`config.mk`:
```
export PLATFORM = sky130hd
export DESIGN_NAME = up_axi_master
export DESIGN_NICKNAME = d
export VERILOG_FILES = /design/src/rtl/up_axi_pkg.sv /design/src/rtl/up_axi_master.sv
export SDC_FILE = /design/constraint.sdc
export NUM_CORES = 1
export LEC_CHECK = 0
export CORE_ASPECT_RATIO = 0.7
export CORE_MARGIN = 10
export CORE_UTILIZATION = 39
export DETAILED_ROUTE_END_ITERATION = 16
export GPL_TIMING_DRIVEN = 1
export PLACE_DENSITY = 0.8
export SKIP_LAST_GASP = 1
export SYNTH_ARGS = -nofsm -noshare
export SYNTH_HDL_FRONTEND = slang
export SYNTH_SLANG_ARGS = --single-unit
```
`constraint.sdc`:
```
create_clock -name up_clk -period 3.5 [get_ports up_clk]
set_input_delay 1.05 -clock up_clk [delete_from_list [all_inputs] [get_ports up_clk]]
set_output_delay 1.05 -clock up_clk [all_outputs]
set_load 0.01 [all_outputs]
```
`src/rtl/up_axi_pkg.sv`:
```
// Shared definitions for the up-to-AXI4-Lite initiator: response codes and FSM states.
package up_axi_pkg;

  localparam logic [1:0] AXI_RESP_OKAY   = 2'b00;
  localparam logic [1:0] AXI_RESP_EXOKAY = 2'b01;
  localparam logic [1:0] AXI_RESP_SLVERR = 2'b10;
  localparam logic [1:0] AXI_RESP_DECERR = 2'b11;

  typedef enum logic [2:0] {
    ST_IDLE  = 3'd0,
    ST_WADDR = 3'd1,
    ST_RADDR = 3'd2,
    ST_WRESP = 3'd3,
    ST_RRESP = 3'd4,
    ST_DONE  = 3'd5
  } state_t;

endpackage

```
`src/rtl/up_axi_master.sv`:
```
// up_axi_master: single-outstanding AXI4-Lite initiator driven by up-style register requests.
// Optional build macro UP_AXI_MASTER_TIMEOUT_EN adds a response-wait timeout; when the
// timeout fires, bready/rready stay high in IDLE to swallow one late response.
module up_axi_master
  import up_axi_pkg::*;
#(
  parameter int AXI_ADDRESS_WIDTH = 13,
  parameter int TIMEOUT_CYCLES    = 1024
) (
  input  logic                         up_clk,
  input  logic                         up_rst,
  input  logic                         up_req,
  input  logic                         up_wr,
  input  logic [AXI_ADDRESS_WIDTH-3:0] up_addr,
  input  logic [31:0]                  up_wdata,
  output logic                         up_busy,
  output logic                         up_ack,
  output logic                         up_err,
  output logic [31:0]                  up_rdata,
  output logic                         m_axi_awvalid,
  input  logic                         m_axi_awready,
  output logic [AXI_ADDRESS_WIDTH-1:0] m_axi_awaddr,
  output logic [2:0]                   m_axi_awprot,
  output logic                         m_axi_wvalid,
  input  logic                         m_axi_wready,
  output logic [31:0]                  m_axi_wdata,
  output logic [3:0]                   m_axi_wstrb,
  input  logic                         m_axi_bvalid,
  output logic                         m_axi_bready,
  input  logic [1:0]                   m_axi_bresp,
  output logic                         m_axi_arvalid,
  input  logic                         m_axi_arready,
  output logic [AXI_ADDRESS_WIDTH-1:0] m_axi_araddr,
  output logic [2:0]                   m_axi_arprot,
  input  logic                         m_axi_rvalid,
  output logic                         m_axi_rready,
  input  logic [31:0]                  m_axi_rdata,
  input  logic [1:0]                   m_axi_rresp
);

  localparam int WA_W = AXI_ADDRESS_WIDTH - 2;

  state_t            state_q,   state_d;
  logic              awvalid_q, awvalid_d;
  logic              wvalid_q,  wvalid_d;
  logic              arvalid_q, arvalid_d;
  logic              bready_q,  bready_d;
  logic              rready_q,  rready_d;
  logic [WA_W-1:0]   addr_q,    addr_d;
  logic [31:0]       wdata_q,   wdata_d;
  logic [31:0]       rdata_q,   rdata_d;
  logic              busy_q,    busy_d;
  logic              ack_q,     ack_d;
  logic              err_q,     err_d;

`ifdef UP_AXI_MASTER_TIMEOUT_EN
  localparam int               CNT_W    = (TIMEOUT_CYCLES > 1) ? $clog2(TIMEOUT_CYCLES) : 1;
  localparam logic [CNT_W-1:0] CNT_LAST = CNT_W'(TIMEOUT_CYCLES - 1);

  logic [CNT_W-1:0]  cnt_q,     cnt_d;
  logic              swallow_q, swallow_d;
`else
  // The timeout length only matters when the timeout build is selected.
  logic unused_timeout_cfg;
  assign unused_timeout_cfg = ^TIMEOUT_CYCLES;
`endif

  // Next-state and next-output logic for the single-transaction FSM.
  always_comb begin
    state_d   = state_q;
    awvalid_d = awvalid_q;
    wvalid_d  = wvalid_q;
    arvalid_d = arvalid_q;
    bready_d  = bready_q;
    rready_d  = rready_q;
    addr_d    = addr_q;
    wdata_d   = wdata_q;
    rdata_d   = rdata_q;
    busy_d    = busy_q;
    ack_d     = 1'b0;
    err_d     = 1'b0;
`ifdef UP_AXI_MASTER_TIMEOUT_EN
    cnt_d     = cnt_q;
    swallow_d = swallow_q;
    // A late response after a timeout is accepted once and then dropped on the floor.
    if (swallow_q && ((bready_q && m_axi_bvalid) || (rready_q && m_axi_rvalid))) begin
      bready_d  = 1'b0;
      rready_d  = 1'b0;
      swallow_d = 1'b0;
    end
`endif
    case (state_q)
      ST_IDLE: begin
        if (up_req) begin
          addr_d = up_addr;
          busy_d = 1'b1;
`ifdef UP_AXI_MASTER_TIMEOUT_EN
          bready_d  = 1'b0;
          rready_d  = 1'b0;
          swallow_d = 1'b0;
`endif
          if (up_wr) begin
            wdata_d   = up_wdata;
            awvalid_d = 1'b1;
            wvalid_d  = 1'b1;
            state_d   = ST_WADDR;
          end else begin
            arvalid_d = 1'b1;
            state_d   = ST_RADDR;
          end
        end
      end
      ST_WADDR: begin
        // Address and data channels complete independently, in either order.
        awvalid_d = awvalid_q & ~m_axi_awready;
        wvalid_d  = wvalid_q  & ~m_axi_wready;
        if (!awvalid_d && !wvalid_d) begin
          bready_d = 1'b1;
          state_d  = ST_WRESP;
`ifdef UP_AXI_MASTER_TIMEOUT_EN
          cnt_d    = '0;
`endif
        end
      end
      ST_WRESP: begin
        if (m_axi_bvalid) begin
          bready_d = 1'b0;
          ack_d    = 1'b1;
          err_d    = (m_axi_bresp != AXI_RESP_OKAY);
          state_d  = ST_DONE;
        end
`ifdef UP_AXI_MASTER_TIMEOUT_EN
        else if (cnt_q == CNT_LAST) begin
          rready_d  = 1'b1;
          swallow_d = 1'b1;
          ack_d     = 1'b1;
          err_d     = 1'b1;
          state_d   = ST_DONE;
        end else begin
          cnt_d = cnt_q + 1'b1;
        end
`endif
      end
      ST_RADDR: begin
        arvalid_d = arvalid_q & ~m_axi_arready;
        if (!arvalid_d) begin
          rready_d = 1'b1;
          state_d  = ST_RRESP;
`ifdef UP_AXI_MASTER_TIMEOUT_EN
          cnt_d    = '0;
`endif
        end
      end
      ST_RRESP: begin
        if (m_axi_rvalid) begin
          rready_d = 1'b0;
          rdata_d  = m_axi_rdata;
          ack_d    = 1'b1;
          err_d    = (m_axi_rresp != AXI_RESP_OKAY);
          state_d  = ST_DONE;
        end
`ifdef UP_AXI_MASTER_TIMEOUT_EN
        else if (cnt_q == CNT_LAST) begin
          bready_d  = 1'b1;
          swallow_d = 1'b1;
          ack_d     = 1'b1;
          err_d     = 1'b1;
          state_d   = ST_DONE;
        end else begin
          cnt_d = cnt_q + 1'b1;
        end
`endif
      end
      ST_DONE: begin
        busy_d  = 1'b0;
        state_d = ST_IDLE;
      end
      default: begin
        state_d = ST_IDLE;
      end
    endcase
  end

  // State and registered outputs; reset clears every valid/ready immediately.
  always_ff @(posedge up_clk or posedge up_rst) begin
    if (up_rst) begin
      state_q   <= ST_IDLE;
      awvalid_q <= 1'b0;
      wvalid_q  <= 1'b0;
      arvalid_q <= 1'b0;
      bready_q  <= 1'b0;
      rready_q  <= 1'b0;
      addr_q    <= '0;
      wdata_q   <= '0;
      rdata_q   <= '0;
      busy_q    <= 1'b0;
      ack_q     <= 1'b0;
      err_q     <= 1'b0;
`ifdef UP_AXI_MASTER_TIMEOUT_EN
      cnt_q     <= '0;
      swallow_q <= 1'b0;
`endif
    end else begin
      state_q   <= state_d;
      awvalid_q <= awvalid_d;
      wvalid_q  <= wvalid_d;
      arvalid_q <= arvalid_d;
      bready_q  <= bready_d;
      rready_q  <= rready_d;
      addr_q    <= addr_d;
      wdata_q   <= wdata_d;
      rdata_q   <= rdata_d;
      busy_q    <= busy_d;
      ack_q     <= ack_d;
      err_q     <= err_d;
`ifdef UP_AXI_MASTER_TIMEOUT_EN
      cnt_q     <= cnt_d;
      swallow_q <= swallow_d;
`endif
    end
  end

  assign up_busy       = busy_q;
  assign up_ack        = ack_q;
  assign up_err        = err_q;
  assign up_rdata      = rdata_q;

  assign m_axi_awvalid = awvalid_q;
  assign m_axi_awaddr  = {addr_q, 2'b00};
  assign m_axi_awprot  = 3'b000;
  assign m_axi_wvalid  = wvalid_q;
  assign m_axi_wdata   = wdata_q;
  assign m_axi_wstrb   = 4'hf;
  assign m_axi_bready  = bready_q;
  assign m_axi_arvalid = arvalid_q;
  assign m_axi_araddr  = {addr_q, 2'b00};
  assign m_axi_arprot  = 3'b000;
  assign m_axi_rready  = rready_q;

endmodule

```
# == Word-level counts from Yosys, hierarchy flattened ==
# Cells that the tools add are included.
# op_classes
add_sub_neg,0
mul,0
div,0
n_lt_le_gt_ge,0
n_eq_ne,12
shifts,0
n_mux,28
bitwise,6
reduce_logical,20
# ops
cell,n
case mux 1 bit (2 select lines),8
two-way mux 3 bit,5
case mux 3 bit (5 select lines),1
AND reduction 3 bit,5
inequality test 2 bit (second input constant),7
nonzero test 2 bit,7
two-way mux 1 bit,13
== test 3 x 2 -> 1 bit (second input constant),2
== test 3 bit (second input constant),2
AND reduction 2 bit,3
AND reduction 5 bit,1
bitwise AND 1 bit,3
== test 3 x 1 -> 1 bit (second input constant),1
logical NOT 3 bit,1
inverter 1 bit,3
logical NOT 1 bit,2
two-way mux 2 bit,1
logical AND 1 bit,1
# totals
ff_bits,86
latch_bits,0
ramBits,0
rom_bits,0
inputBits,88
output_inout_bits,108
wordCells,78
n_memories,0

# == Longest topological paths before layout ==
# Gate-level depths: netlist (run 1).
# depth
depth_word,6
mapped_depth,5
ltp_nobuf,3

# == Worst setup path after synthesis (run 1) ==
# No wires, ideal clock.
# synth_timing
path_type,input port to flip-flop
from,in up_req
to,"reg wdata_q[0], in the netlist m_axi_wdata[0]"
setup_time_ns,0.125
arrival_time_ns,1.978
required_time_ns,3.375
slack_ns,1.397
path_stages,4
n_path_buf,1
cell_sequence,nor4b_4 > nand2_4 > buf_6 > mux2_4
# synth_between
elab_chain_cells,1
# synth_rtl
element,line,source
start: declaration,up_axi_master.sv:12,"input logic up_req,"
AND reduction 3 bit (no line),n/a,
end signal: assignment,up_axi_master.sv:211,wdata_q <= wdata_d;
end: declaration,up_axi_master.sv:50,"logic [31:0] wdata_q, wdata_d;"
# No other way between the ends.
# A chain may end at the register's enable or synchronous reset.

# == Worst setup path in the final report (run 1) ==
# layout_timing
from,in up_req
to,"reg wdata_q[6], in the netlist m_axi_wdata[6]"
# The elaborated chain is that of the path after synthesis.

==> summary.md, run 1 <==
| Metric | Value |
|---|---|
| TritonCTS clock tree | yes |
| Hpwl dp | about 8000 um |
| Synth warnings | 0 |
| Antenna diode count | 0 |
| Setup WS pre-CTS | just under 0.7 ns |
| Class of the worst hold path | reg2reg |
| Vias per inst | roughly 4.6 |
| Clk_skew | approximately 0.0028 ns |
| Postcts setup bufs | 0 |
| Flop and latch count out of synthesis | 86 |
| Cts repair resizes | 0 |
| Design area | ~5800 um2 |
| Crit-path slowest cell | clkdlybuf4s50_1 |
| Tmin final | 2.44 ns |
| Worst slew pin tran | roughly 0.64 ns |
| Storage cell area | 2150 um2 |
| Design Power | approximately 5.2 mW |
| PD cells | ~900 nW/um2 |
| # port buffers | about 180 |
| DRC Markers | 0 |
| First-pass GRT wire length | 15,500 um |
| Antenna violations before repair | 0 |
| Crit. End Element | register |
| Number of global-route vias before repair | approximately 2,800 |
| CTS buffer count | 9 |
| Seq/Total Area, Yosys | 0.585 |
| Global route overflow | 0 |
| Crit share post-route | 0.698 |
| GR Util All Layers | 0.145 |
| Dpl cells | 528 |
| RSZ-0062 raised after global routing | no |
| CP bufs+invs | 1 |
| Max Cap Viol | 0 |
| Post-DRT Antenna Nets | 0 |
| DR pass1 iterations | 4 |
| Max Freq | 409 MHz |
| CTS sink count | 86 |
| Multi-input gate area | approximately 1300 um2 |
| CTS HTree Levels | 3 |
| Row count | 29 |
| Crit Path Max Fanout | 32 |
| Synth Cell Area | about 3700 um2 |
| Dpl cell area | 5480 um2 |
| Met3 usage | 0.0757 |
| DR WL/cell | approximately 19 um |
| Worst skew pair latency | 0.33 ns |
| CTS hold repair buffers | 0 |
| Die area | 13,800 um2 |
| Fraction of layout cells with a size suffix above 1 | 0.233 |
| # IOs | between 150 and 200 |
| Final worst slack | 1.06 ns |
| VDD IR-drop max | between 0.5 and 0.6 mV |
| Final WL | between 10,000 and 15,000 um |
| Final Hold Vio Count | 0 |
| Max_slew headroom | 0.575 |
| NumNets Final | slightly above 500 |
| Largest net degree at the start of global routing | 51 |
| Status | completed |
| Critical Path, Cell by Cell | clkdlybuf4s50_1 > nor4b_4 > nand2_4 > mux2_4 |
| Area Growth Syn to Fin | 57.9% |
| Element type at the critical path start | primary input |
| Routing usage on met2 | 0.243 |
| Crit path required time | roughly 3.7 ns |
| Root Buffer | clkbuf_16 |
| Synthesized instance count | 242 |
| Die span in y | about 100 um |
| Leak pwr | approximately 2.5 nW |
| Grt peak-use layer | met2 |
| Gp weighted congestion | 0.750 |
| Grt met1 use | 0.161 |
| Fin. max-slew vios | 0 |
| Setup tns final | 0 ns |
| Endpoints failing setup | 0 |
| Die X-Extent | approximately 140 um |
| Critical path data arrival time | between 2 and 3 ns |
| Finished Layout Cells | around 540 |
| Reg clk slew, reported paths | ~0.060 ns |
| Post-Syn Area per Cell | 15.2 um2 |
| Delay of the slowest cell on the worst path | roughly 0.50 ns |
| Max Root-Sink Buffers | 2 |
| Worst setup path class | in2reg |
| DR iter-0 viols | 121 |
| Initial core utilization | 0.402 |
| Via count | approximately 2,500 |
| Fillers | 701 |
| Unique masters post-synth | 30 |
| Area of the core | 9140 um2 |
| Family with the most delay on the worst path | simple AND/OR/NAND/NOR gates |
## tightest hold or removal path: stages, from the launching register on
cell,delay [ns]
dfrtp_1,0.34
a21oi_1,0.04
nor2_1,0.07
## cell usage after synthesis, drive strengths merged
library cell  instances  area, um2
o21ai                 3       15.0
o21a                  1       7.51
nand3b                1       7.51
nor3b                 3       22.5
mux2                 75        957
conb                  2       7.51
dfrtp                86       2150
o2bb2ai               1       8.76
nor3                  1       16.3
nand2                 4       22.5
o22ai                 1       6.26
nor4b                 1       23.8
nand3                 1       5.00
nor2b                 2       12.5
a32oi                 1       8.76
a31oi                 1       6.26
nor2                  3       11.3
buf                  35        264
mux2i                 1       10.0
or2                   1       6.26
o311ai                1       8.76
a21oi                 6       30.0
nand2b                8       50.1
a21bo                 1       10.0
inv                   2       7.51
## final cells by class
type / count / share of cell area
inverters: 2 / 0.00151
flip-flops and latches: 86 / 0.371
clock buffers: 11 / 0.0418
well taps: 124 / 0.0267
multi-input cells: 131 / 0.224
repair buffers: 185 / 0.321
clock inverters: 5 / 0.0142
## stage by stage
step           hold slack (ns)   util
2_1_floorplan            0.527      -
3_3_place_gp             0.468  0.599
3_5_place_dp             0.485  0.599
4_1_cts                  0.504  0.635
5_1_grt                  0.513  0.635
6_report                 0.498  0.635
## cell usage in the layout, fill, tap and decap left out, types with 2 or more instances in the layout
cell type        count
clkdlybuf4s50_1    181
dfrtp_1             86
mux2_2              43
mux2_4              30
conb_1              14
clkbuf_16            9
nand2b_1             8
a21oi_1              6
nor3b_1              3
nor2_1               3
nand2_1              3
o21ai_0              3
nor2b_1              2
mux2_1               2
clkinv_2             2
clkinv_4             2
bufinv_16            2
buf_4                2
buf_12               2
## routing by layer
layer | part of all wire | routed length (um)
met4 | 0.0095 | 97
met2 | 0.48 | 4930
met3 | 0.11 | 1160
met5 | 0 | 0
met1 | 0.39 | 4010
## state kept, by name, indices dropped and copies added (netlist names)
register,count
up_rdata,32
m_axi_rready,1
m_axi_wdata,32
up_busy,1
up_ack,1
m_axi_awvalid,1
m_axi_arvalid,1
m_axi_wvalid,1
state_q,3
addr_q,11
m_axi_bready,1
up_err,1
## report_power, final
part | internal (mW) | switching, mW | leakage, nW | total (mW)
clock network | 0.646 | 0.377 | 0.160 | 1.02
logic | 1.54 | 0.831 | 1.35 | 2.38
registers | 1.49 | 0.340 | 1.04 | 1.83
total | 3.68 | 1.55 | 2.54 | 5.23
## final timing paths
kind                                   start              to  slack (ns)  depth (start not counted)
max in group asynchronous             up_rst    m_axi_rready        1.69                          3
min in group asynchronous             up_rst  m_axi_wdata[1]        1.13                          2
worst max register to register    state_q[1]  m_axi_wdata[6]        1.63                          3
worst min-delay path            m_axi_rready    m_axi_rready        0.50                          2
worst min register to register  m_axi_rready    m_axi_rready        0.50                          2
worst max-delay path                  up_req  m_axi_wdata[6]        1.06                          4
## cell families after synthesis
| group | share of synthesized area |
|---|---|
| buffers and inverters | 0.0738 |
| and+or+nand+nor | 0.0483 |
| other | 0.00204 |
| DFF | 0.585 |
| muxes | 0.263 |
| AOI/OAI and AO/OA | 0.0276 |
Note: power is estimated with default switching activity, not from simulation.
==> run 2, diff against run 1 <==
Clock period 3.5 ns to 2.36 ns, I/O delays scaled along.
==> summary.md, run 2 (synthesized netlist as in run 1, its figures left out) <==
| Metric | Value |
|---|---|
| Status | completed |
| Global route overflow | 0 |
| Stages on worst setup path | 1 |
| Class of the worst hold path | reg2reg |
| Storage cell area | between 2000 and 2500 um2 |
| Final Hold Vio Count | 0 |
| DRC Markers | 0 |
| Critical path data arrival time | between 1 and 1.5 ns |
| Row count | 29 |
| Worst Reg-to-Reg Cells | 3 |
| Hpwl dp | just over 8000 um |
| # IOs | about 200 |
| CTS hold repair buffers | 0 |
| Max Root-Sink Buffers | 2 |
| Finished Layout Cells | about 550 |
| Tmin final | a little under 2 ns |
| Dpl cell area | 5500 um2 |
| CTS buffer count | 9 |
| Die X-Extent | between 100 and 150 um |
| TritonCTS clock tree | yes |
| Fraction of layout cells with a size suffix above 1 | 0.238 |
| NumNets Final | ~500 |
| Crit. End Element | output pin |
| Design Power | 7.72 mW |
| Post-DRT Antenna Nets | 0 |
| Endpoints failing setup | 0 |
| Critical Path, Cell by Cell | clkdlybuf4s50_1 |
| CTS HTree Levels | 3 |
| Element type at the critical path start | register |
| Dpl cells | 529 |
| Crit Path Max Fanout | 3 |
| Via count | ~2,500 |
| Reg-to-Reg Start | state_q[1] |
| DR iter-0 viols | 64 |
| Delay of the slowest cell on the worst path | ~0.57 ns |
| Fillers | between 700 and 800 |
| Antenna violations before repair | 0 |
| Die area | 13,800 um2 |
| Reg2reg setup slack | roughly 0.65 ns |
| Postcts setup bufs | 0 |
| VDD IR-drop max | around 0.78 mV |
| Setup tns final | 0 ns |
| DR pass1 iterations | 4 |
| CTS sink count | 86 |
| Design area | ~5800 um2 |
| Most common cell after layout, fill and taps aside | clkdlybuf4s50_1 |
| Final WL | 10,300 um |
| Hold Worst Slack | around 0.49 ns |
| First-pass GRT wire length | around 16,000 um |
| Max Cap Viol | 0 |
| GR Util All Layers | 0.145 |
| PD cells | around 1300 nW/um2 |
| Worst setup path class | reg2out |
| Crit-path slowest cell | clkdlybuf4s50_1 |
| Gp weighted congestion | 0.749 |
| Largest net degree at the start of global routing | 87 |
| Die span in y | ~100 um |
| Area of the core | between 9000 and 10,000 um2 |
| Most frequent cells in the layout | clkdlybuf4s50_1, dfrtp_1, mux2_2 |
| # port buffers | 181 |
| Clk_skew | between 0.004 and 0.005 ns |
| Leak pwr | roughly 2.5 nW |
| Multi-input gate area | ~1300 um2 |
| Crit share post-route | 0.841 |
| Crit path to | m_axi_araddr[11] |
| Family with the most delay on the worst path | buffers and inverters |
| RSZ-0062 raised after global routing | no |
| Antenna diode count | 0 |
| DR WL/cell | 18.9 um |
| Fin. max-slew vios | 0 |
| Cts repair resizes | 0 |
| Area Growth Syn to Fin | 58.3% |
| Critical R2R Capture | addr_q[2] |
| Max Freq | approximately 500 MHz |
| Crit path required time | between 1.5 and 2 ns |
| CP startpoint | addr_q[9] |
| Reg clk slew, reported paths | approximately 0.060 ns |
| CP bufs+invs | 1 |
| Number of global-route vias before repair | 2,760 |
| Initial core utilization | 0.402 |
| Root Buffer | clkbuf_16 |
| Worst skew pair latency | between 0.3 and 0.4 ns |
| Vias per inst | between 4 and 5 |
-- run 2: metal layers --
metal	routed length, um	vias up	part of all wire	GRT usage
met3	1300	9	0.13	0.0861
met2	4700	123	0.46	0.230
met4	72	0	0.0070	0.0318
met1	4220	1216	0.41	0.166
met5	0	-	0	0
li1	-	1148	-	-
-- run 2: layout make-up --
cell class | instances | share of cell area
clock inverter | 5 | 0.0112
multi-input combinational | 131 | 0.223
sequential | 86 | 0.370
clock buffer | 11 | 0.0434
tap | 124 | 0.0266
timing repair buffer | 186 | 0.324
inverter | 2 | 0.00193
-- run 2: metrics by stage --
step / worst slack, ns / utilization
after floorplan: 0.599 / -
after global placement: 0.136 / 0.602
after detailed placement: 0.0629 / 0.602
after CTS: 0.341 / 0.637
after global routing: 0.302 / 0.637
final: 0.376 / 0.637
-- run 2: worst min-delay path by stage --
| stage | from | to | slack (ns) | depth (start not counted) |
|---|---|---|---|---|
| 3_3_place_gp | up_rdata[4] | up_rdata[4] | 0.47 | 1 |
| 2_1_floorplan | up_busy | up_busy | 0.53 | 2 |
| 6_report | up_rdata[3] | up_rdata[3] | 0.49 | 1 |
| 4_1_cts | up_rdata[3] | up_rdata[3] | 0.50 | 1 |
| 5_1_grt | up_rdata[28] | up_rdata[28] | 0.51 | 1 |
| 3_5_place_dp | up_rdata[3] | up_rdata[3] | 0.48 | 1 |
-- run 2: report_power, final --
part | switching [mW] | internal (mW)
clock | 0.580 | 0.889
combinational | 1.25 | 2.30
sequential | 0.498 | 2.21
